==> config.mk <==
export PLATFORM = sky130hd
export DESIGN_NAME = box_decoder
export DESIGN_NICKNAME = d
export VERILOG_FILES = /design/src/rtl/box_decoder.sv
export SDC_FILE = /design/constraint.sdc
export NUM_CORES = 1
export LEC_CHECK = 0
export CORE_UTILIZATION = 56
export CTS_BUF_LIST = sky130_fd_sc_hd__clkbuf_16
export CTS_CLUSTER_SIZE = 20
export DETAILED_ROUTE_END_ITERATION = 6
export PLACE_DENSITY = 0.78
export SYNTH_ARGS = -nofsm -noshare
export SYNTH_HDL_FRONTEND = slang
export SYNTH_SLANG_ARGS = --single-unit
==> constraint.sdc <==
create_clock -name clock -period 9 [get_ports clock]
set_input_delay 1.8 -clock clock [delete_from_list [all_inputs] [get_ports clock]]
set_output_delay 1.8 -clock clock [all_outputs]
set_load 0.05 [all_outputs]
==> src/rtl/box_decoder.sv <==
`default_nettype none
// ============================================================================
//  Module      : box_decoder
//  Description : Raster-stream bounding-box decoder. Tracks the extent and
//                count of lit pixels in each frame, publishes top/left/
//                bottom/right once per frame and flags non-rectangular
//                lit regions and misplaced frame markers.
//  Revision    : 1.0 - initial release
// ============================================================================
module box_decoder #(
    parameter int WIDTH  = 80,
    parameter int HEIGHT = 24,
    parameter int X_BITS = 7,
    parameter int Y_BITS = 5
) (
    input  logic                     clock,
    input  logic                     reset,
    input  logic                     frameStart,
    input  logic                     pixel,
    output logic signed [Y_BITS:0]   top,
    output logic signed [X_BITS:0]   left,
    output logic signed [Y_BITS:0]   bottom,
    output logic signed [X_BITS:0]   right,
    output logic                     boxValid,
    output logic                     boxEmpty,
    output logic                     nonRect,
    output logic                     syncError
);

    localparam int CW = $clog2(WIDTH * HEIGHT + 1);
    localparam int PW = X_BITS + Y_BITS + 2;
    localparam logic [Y_BITS:0] ROW_LAST = (Y_BITS+1)'(HEIGHT - 1);
    localparam logic [X_BITS:0] COL_LAST = (X_BITS+1)'(WIDTH - 1);
    localparam logic [Y_BITS:0] ROW_ONE  = (Y_BITS+1)'(1);
    localparam logic [X_BITS:0] COL_ONE  = (X_BITS+1)'(1);

    typedef enum logic [0:0] {
        WAIT_SYNC = 1'b0,
        SCAN      = 1'b1
    } state_t;

    state_t           state;
    logic [Y_BITS:0]  row_cnt;
    logic [X_BITS:0]  col_cnt;
    logic [Y_BITS:0]  min_row, max_row;
    logic [X_BITS:0]  min_col, max_col;
    logic             any_lit;
    logic [CW-1:0]    lit_count;

    logic             sample;
    logic             last_pix;
    logic [Y_BITS:0]  pos_row;
    logic [X_BITS:0]  pos_col;
    logic             base_any;
    logic [CW-1:0]    base_cnt;
    logic [Y_BITS:0]  nx_min_row, nx_max_row;
    logic [X_BITS:0]  nx_min_col, nx_max_col;
    logic             nx_any;
    logic [CW-1:0]    nx_cnt;
    logic [Y_BITS:0]  box_h;
    logic [X_BITS:0]  box_w;
    logic [PW-1:0]    area;

    // Accumulator next-state: a frameStart restarts the frame at (0,0) with
    // empty accumulators, so the current pixel is folded into a fresh frame.
    always_comb begin
        sample     = frameStart || (state == SCAN);
        pos_row    = frameStart ? '0 : row_cnt;
        pos_col    = frameStart ? '0 : col_cnt;
        last_pix   = (pos_row == ROW_LAST) && (pos_col == COL_LAST);
        base_any   = frameStart ? 1'b0 : any_lit;
        base_cnt   = frameStart ? '0 : lit_count;
        nx_min_row = min_row;
        nx_max_row = max_row;
        nx_min_col = min_col;
        nx_max_col = max_col;
        if (pixel) begin
            if (!base_any) begin
                nx_min_row = pos_row;
                nx_max_row = pos_row;
                nx_min_col = pos_col;
                nx_max_col = pos_col;
            end else begin
                if (pos_row < min_row) nx_min_row = pos_row;
                if (pos_row > max_row) nx_max_row = pos_row;
                if (pos_col < min_col) nx_min_col = pos_col;
                if (pos_col > max_col) nx_max_col = pos_col;
            end
        end
        nx_any = base_any | pixel;
        nx_cnt = base_cnt + CW'(pixel);
        box_h  = nx_max_row - nx_min_row + ROW_ONE;
        box_w  = nx_max_col - nx_min_col + COL_ONE;
        area   = PW'(box_h) * PW'(box_w);
    end

    // Raster scan FSM, per-frame accumulators and registered publish outputs.
    always_ff @(posedge clock) begin
        if (reset) begin
            state     <= WAIT_SYNC;
            row_cnt   <= '0;
            col_cnt   <= '0;
            min_row   <= '0;
            max_row   <= '0;
            min_col   <= '0;
            max_col   <= '0;
            any_lit   <= 1'b0;
            lit_count <= '0;
            top       <= '0;
            left      <= '0;
            bottom    <= '0;
            right     <= '0;
            boxValid  <= 1'b0;
            boxEmpty  <= 1'b1;
            nonRect   <= 1'b0;
            syncError <= 1'b0;
        end else begin
            boxValid  <= 1'b0;
            syncError <= 1'b0;
            if (sample) begin
                // A marker inside a running scan means the source slipped.
                syncError <= frameStart && (state == SCAN) &&
                             ((row_cnt != '0) || (col_cnt != '0));
                min_row   <= nx_min_row;
                max_row   <= nx_max_row;
                min_col   <= nx_min_col;
                max_col   <= nx_max_col;
                any_lit   <= nx_any;
                lit_count <= nx_cnt;
                if (last_pix) begin
                    state    <= WAIT_SYNC;
                    row_cnt  <= '0;
                    col_cnt  <= '0;
                    boxValid <= 1'b1;
                    if (nx_any) begin
                        top      <= $signed(nx_min_row);
                        left     <= $signed(nx_min_col);
                        bottom   <= $signed(nx_max_row + ROW_ONE);
                        right    <= $signed(nx_max_col + COL_ONE);
                        boxEmpty <= 1'b0;
                        nonRect  <= (PW'(nx_cnt) != area);
                    end else begin
                        boxEmpty <= 1'b1;
                        nonRect  <= 1'b0;
                    end
                end else begin
                    state <= SCAN;
                    if (pos_col == COL_LAST) begin
                        col_cnt <= '0;
                        row_cnt <= pos_row + ROW_ONE;
                    end else begin
                        col_cnt <= pos_col + COL_ONE;
                        row_cnt <= pos_row;
                    end
                end
            end
        end
    end

endmodule
`default_nettype wire
* Yosys cells after proc, flatten, opt, wreduce, memory -nomap -nowiden
Cells that the tools add are included.
Cells by class: reduce and logical (&&, ||, !) cells 10, multiply operators 1, bitwise logic cells 2, order comparisons 4, equality and inequality tests 3, add/subtract/negate cells 9, multiplexer cells 24
Operators with widths (number):
- $mux 8 | 9
- $mux 6 | 9
- $add 8x1->8 const B | 3
- $add 6x1->6 const B | 3
- $mul 6x8->14 | 1
- $ne 11x14->1 | 1
- $add 11x1->11 | 1
- $mux 11 | 1
- $eq 8x7->1 const B | 1
- $gt 8x8->1 | 1
- $lt 8x8->1 | 1
- $reduce_bool 8->1 | 1
- $sub 8x8->8 | 1
- $eq 6x5->1 const B | 1
- $gt 6x6->1 | 1
- $lt 6x6->1 | 1
- $reduce_bool 6->1 | 1
- $sub 6x6->6 | 1
- $mux 1 | 5
- $logic_and 1x1->1 | 3
- $reduce_and 3->1 | 1
- $logic_or 1x1->1 | 2
- $reduce_and 2->1 | 1
- $reduce_or 2->1 | 1
- 2 further kinds | 2
Storage, ports and cells: register bits after elaboration 87, word-level logic and storage cells 70, input bits 4, output and inout port bits 32

* Depth between registers and ports, before layout
Gate-level depths: netlist of the first run.
depth after elaboration 10, depth in mapped cells 40

* Worst setup path before layout of the first run
Ideal clock, no wire load.
kind input to register, start input frameStart, end register nonRect, arrival 9556 ps, stages on the path 36, buffers on the path 6, slack -630 ps, cell sequence buf_2 -> buf_2 -> nor2b_1 -> clkbuf_1 -> ha_1 -> nand2_1 -> o21ai_0 -> maj3_1 -> a211o_1 -> buf_6 -> and2_4 -> buf_6 -> o21ai_0 -> ha_1 -> fa_1 -> a21o_1 -> a21oi_1 -> xor2_1 -> nor2_1 -> and3_1 -> a2111oi_2 -> and3_1 -> buf_4 -> o21ai_0 -> fa_1 -> fa_1 -> fa_1 -> inv_1 -> ha_1 -> o21ai_0 -> a21oi_1 -> o21a_1 -> o41ai_1 -> o21ai_0 -> xor2_1 -> a31oi_1
On the way: cells in the longest elaborated chain, start to end 10, elaborated cells between the ends (all ways) 34, classes of those cells 5 x add/sub; 1 x mul; 4 x order compare; 3 x eq/ne; 17 x mux; 1 x bitwise; 3 x reduce/logical
RTL lines:
- start: declaration | line 18 | input logic frameStart,
- $mux 6 | line 68 | pos_row = frameStart ? '0 : row_cnt;
- $gt 6x6->1 | line 85 | if (pos_row > max_row) nx_max_row = pos_row;
- $mux 6 | line 85
- $mux 6 * | line 78 | if (!base_any) begin
- $mux 6 * | line 77 | if (pixel) begin
- via nx_max_row[2] | line 56 | logic [Y_BITS:0] nx_min_row, nx_max_row;
- $sub 6x6->6 * | line 92 | box_h = nx_max_row - nx_min_row + ROW_ONE;
- $add 6x1->6 * | line 92
- $mul 6x8->14 * | line 94 | area = PW'(box_h) * PW'(box_w);
- $ne 11x14->1 * | line 141 | nonRect <= (PW'(nx_cnt) != area);
- $mux 1 * | line 135 | if (nx_any) begin
- end signal: assignment | line 141
- end: declaration | line 26 | output logic nonRect,
Mark *: on every way through the listed nets, which the timed path passes. The rest lies on a longest branch. A chain may end at the register's enable or synchronous reset.

* Worst setup path in the final report of the first run
start input frameStart, end register nonRect
On the way: cells in the longest elaborated chain, start to end 10, elaborated cells between the ends (all ways) 34, classes of those cells 5 x add/sub; 1 x mul; 4 x order compare; 3 x eq/ne; 17 x mux; 1 x bitwise; 3 x reduce/logical
RTL lines:
- $mux 8 / $mux 6 (equally long branches) | line 69, 68
- $gt 8x8->1, or another cell as far along | line 87 | if (pos_col > max_col) nx_max_col = pos_col;
- $mux 8, or another cell as far along | line 87
- $mux 8 / $mux 6 (equally long branches) | line 78
- $mux 8 / $mux 6 (equally long branches) | line 77
- $sub 8x8->8 / $sub 6x6->6 (equally long branches) | line 93, 92
- $add 8x1->8 / $add 6x1->6 (equally long branches) | line 93, 92
- $mul 6x8->14 | line 94
- $ne 11x14->1 | line 141
- $mux 1 | line 135
Several ways; a longest one is shown, not always the timed one.

==> results of run 1 <==
-- through the flow --
step,hold WS (ps),total power (W),utilization,instance area [um^2],setup WS [ps]
finish,446,0.00104,0.741,9350,131
global route,459,0.00108,0.741,9350,-154
CTS,451,0.00102,0.717,9050,18.7
detailed placement,442,0.000627,0.690,8710,-581
global placement,435,0.000621,0.690,8710,-404
floorplan,427,0.000549,-,7340,4.56
-- layout make-up --
cell class,instances,area (um^2)
fill,934,3270
timing repair buffer,179,1430
tap,172,215
multi-input combinational,709,5390
sequential,87,1740
inverter,72,270
clock buffer,9,225
clock inverter,7,80.1
-- synthesized netlist by cell type (all sizes together) (3+ instances only) --
cell type / n / share of area
a2111oi: 3 / 0.0071
a211o: 4 / 0.0048
a211oi: 25 / 0.027
a21boi: 5 / 0.0052
a21o: 5 / 0.0052
a21oi: 77 / 0.053
a311oi: 3 / 0.0061
a31oi: 8 / 0.0078
a32oi: 5 / 0.0061
and2: 25 / 0.022
and3: 8 / 0.0069
buf: 14 / 0.013
clkbuf: 27 / 0.014
dfxtp: 87 / 0.24
fa: 27 / 0.075
ha: 65 / 0.11
inv: 71 / 0.037
mux2i: 10 / 0.014
nand2: 83 / 0.043
nand2b: 15 / 0.016
nand3: 29 / 0.020
nand3b: 9 / 0.0093
nand4: 18 / 0.016
nor2: 94 / 0.049
nor2b: 22 / 0.020
nor3: 18 / 0.013
nor4: 7 / 0.0061
o211ai: 8 / 0.0090
o21a: 7 / 0.0073
o21ai: 41 / 0.028
or2: 4 / 0.0035
or3: 5 / 0.0050
xnor2: 26 / 0.031
xor2: 26 / 0.031
-- report_power, final --
part | switching [W] | internal [W]
registers | 0.00000819 | 0.000389
clock network | 0.000175 | 0.000219
logic | 0.000132 | 0.000119
total | 0.000315 | 0.000727
-- routing by layer --
metal	wire [um]	up-vias	share of wire
li1	-	3467	-
met1	9850	3475	0.45
met2	10200	289	0.47
met3	1360	50	0.062
met4	514	0	0.023
met5	0	-	0
-- cell families after synthesis --
family,synth area share
buf+inv,0.0641
simple gates,0.237
compound gates,0.188
xor+xnor,0.0629
fa+ha+maj,0.190
mux,0.0169
flops,0.241
-- final timing paths --
kind | slack [ps] | cells past startpoint | endpoint | from
worst max-delay path | 130 | 34 | nonRect | frameStart
worst min-delay path | 450 | 2 | lit_count[0] | lit_count[0]
worst max register to register | 1390 | 32 | nonRect | row_cnt[1]
worst min register to register | 450 | 2 | lit_count[0] | lit_count[0]
-- timing repair --
action                                  in CTS  in global routing
gates cloned                                 0                  1
gates resized for setup                     12                 49
buffers inserted                             0                 10
endpoints found under the setup margin       1                  1
pin swaps                                   12                 41
-- state kept, by name (all words and copies together), names as in the netlist --
name	count
top	6
min_row	6
state	1
right	8
min_col	8
max_col	8
nonRect	1
col_cnt	8
syncError	1
any_lit	1
bottom	6
max_row	6
lit_count	11
row_cnt	6
boxEmpty	1
boxValid	1
left	8
-- worst max-delay path, delay by kind of cell --
family	cells	cell delay, ps
buffers and inverters	6	750
adder cells (fa/ha/maj)	7	2610
AO/OA/AOI/OAI	11	2240
XOR/XNOR	2	370
AND/OR/NAND/NOR	7	1170
multiplexers	1	200
==> tab_implementation.tex, run 1 <==
\begin{tabular}{lr}
\hline
Metric & Value \\
\hline
\multicolumn{2}{l}{\textbf{Clock network}} \\
Worst-skew pair later-pin latency & approximately 360 ps \\
Maximum level of the CTS H-tree & 3 \\
Clock sink count & between 80 and 90 \\
Clock tree from TritonCTS & yes \\
CTS buffer count & 9 \\
Clk root buf & clkbuf\_16 \\
Hold-fix buffer count after cts & 0 \\
Clock-pin slew reported for the worst setup and hold paths after clock tree synthesis & about 70 ps \\
Number of buffers on the longest clock path & 2 \\
\multicolumn{2}{l}{\textbf{Finish}} \\
Most common cell after layout, fill and taps aside & buf\_4 \\
Final \#Nets & about 1,200 \\
Post-Layout Cell Count & about 1,200 \\
Diode insertion count for antenna repair & 0 \\
Fraction of layout cells with a size suffix above 1 & 0.221 \\
Area growth syn-to-layout & 29.3\% \\
Leading cell types in the layout, fill and taps excluded & 142 x buf\_4, 93 x nor2\_1, 87 x dfxtp\_1 \\
\multicolumn{2}{l}{\textbf{Critical path}} \\
Crit path kind & in -> reg \\
Worst endpoint required time & $\sim$9300 ps \\
Data arrival time at the worst-slack endpoint & approximately 9200 ps \\
CP Launch Type & primary input \\
Critical path endpoint category & flop \\
Crit path max-delay cell type & fa\_1 \\
Crit-path max cell delay & between 500 and 600 ps \\
Critical Path Fanout Max & 24 \\
\multicolumn{2}{l}{\textbf{Pwr}} \\
Leak Pwr & between 3 and 4 nW \\
IR drop worst, VDD & slightly below 0.1 mV \\
Power density over the cells & 111 mW/mm\^{}2 \\
\multicolumn{2}{l}{\textbf{GRT}} \\
Met2 Track Usage GR & 0.521 \\
Wire length of the first global-routing pass & around 33,000 um \\
Met1 Resource Use GR & 0.442 \\
Tot GR Track Use & 0.324 \\
Met3 GRT Util & 0.0486 \\
Busiest grt layer & met2 \\
Vias in the first global route & $\sim$6,700 \\
Gr ovfl total & 0 \\
Initial antenna violation count & 0 \\
Pin count of the biggest net entering global routing & 79 \\
\multicolumn{2}{l}{\textbf{Timing}} \\
Actual slew at the worst max-slew pin & between 900 and 1000 ps \\
Count of final setup violators & 0 \\
Tmin final & roughly 8900 ps \\
Fin. Hold Viols & 0 \\
Worst Skew & roughly 9.5 ps \\
Slew Limit Headroom & 0.382 \\
Sum Neg Setup Slack & 0 ps \\
Number of max-slew violations in the final report & 0 \\
Final cycle utilization of the critical path & 0.985 \\
Highest attainable clock frequency & between 100 and 150 MHz \\
\multicolumn{2}{l}{\textbf{Floorplan}} \\
Total die area & around 0.013 mm\^{}2 \\
Number of top-level design ports & 36 \\
Die height & about 120 um \\
CORE AREA & roughly 0.013 mm\^{}2 \\
Effective utilization at floorplan & 0.573 \\
Num rows & 41 \\
Horizontal die dimension & between 100 and 150 um \\
\multicolumn{2}{l}{\textbf{Yosys}} \\
Synthesized netlist cell count & roughly 900 \\
Netlist area before placement & 0.00724 mm\^{}2 \\
Number of warnings reported in the yosys synthesis log & 0 \\
Number of flops mapped to enable cells by yosys & 0 \\
Proportion of register bits with asynchronous set or reset after synthesis & 0 \\
Count of state elements after synthesis & between 80 and 90 \\
Mean instance size in the synthesized netlist & around 8.0 um\^{}2 \\
Syn nets & between 1,000 and 1,500 \\
Sequential share of the synthesized area & 0.241 \\
Post-synthesis cell type count & 75 \\
Most frequently used flop master after synthesis & dfxtp\_1 \\
\multicolumn{2}{l}{\textbf{Routing}} \\
Sum of routed wire length over all layers & around 22,000 um \\
Residual antenna-violating net count after detailed routing & 0 \\
Number of remaining DRC errors & 0 \\
WL/cell & 17.8 um \\
Vias per Instance & between 5 and 6 \\
Vias post-DR & 7,281 \\
Pre-antenna DRT Iters & 5 \\
Violation count after the first detailed-route iteration & just over 600 \\
\multicolumn{2}{l}{\textbf{Place}} \\
Gp weighted congestion & around 1 \\
Post-DP HPWL & between 15,000 and 20,000 um \\
\# port buffers & 35 \\
Count of placed standard cells including taps & roughly 1,200 \\
\multicolumn{2}{l}{\textbf{Status}} \\
Result of the run & finished, final reports clean \\
\multicolumn{2}{l}{\textbf{Flow run}} \\
Total of max-cap violations & 0 \\
\multicolumn{2}{l}{\textbf{Worst hold path}} \\
Path category of the worst min-delay check & reg -> reg \\
\hline
\end{tabular}
(Power assumes the default switching activity.)
==> run 2, diff against run 1 <==
SLEW_MARGIN = 25   (was not set)
==> results of run 2 <==
No change in the layout: final DEF, timing and power equal those of run 1.
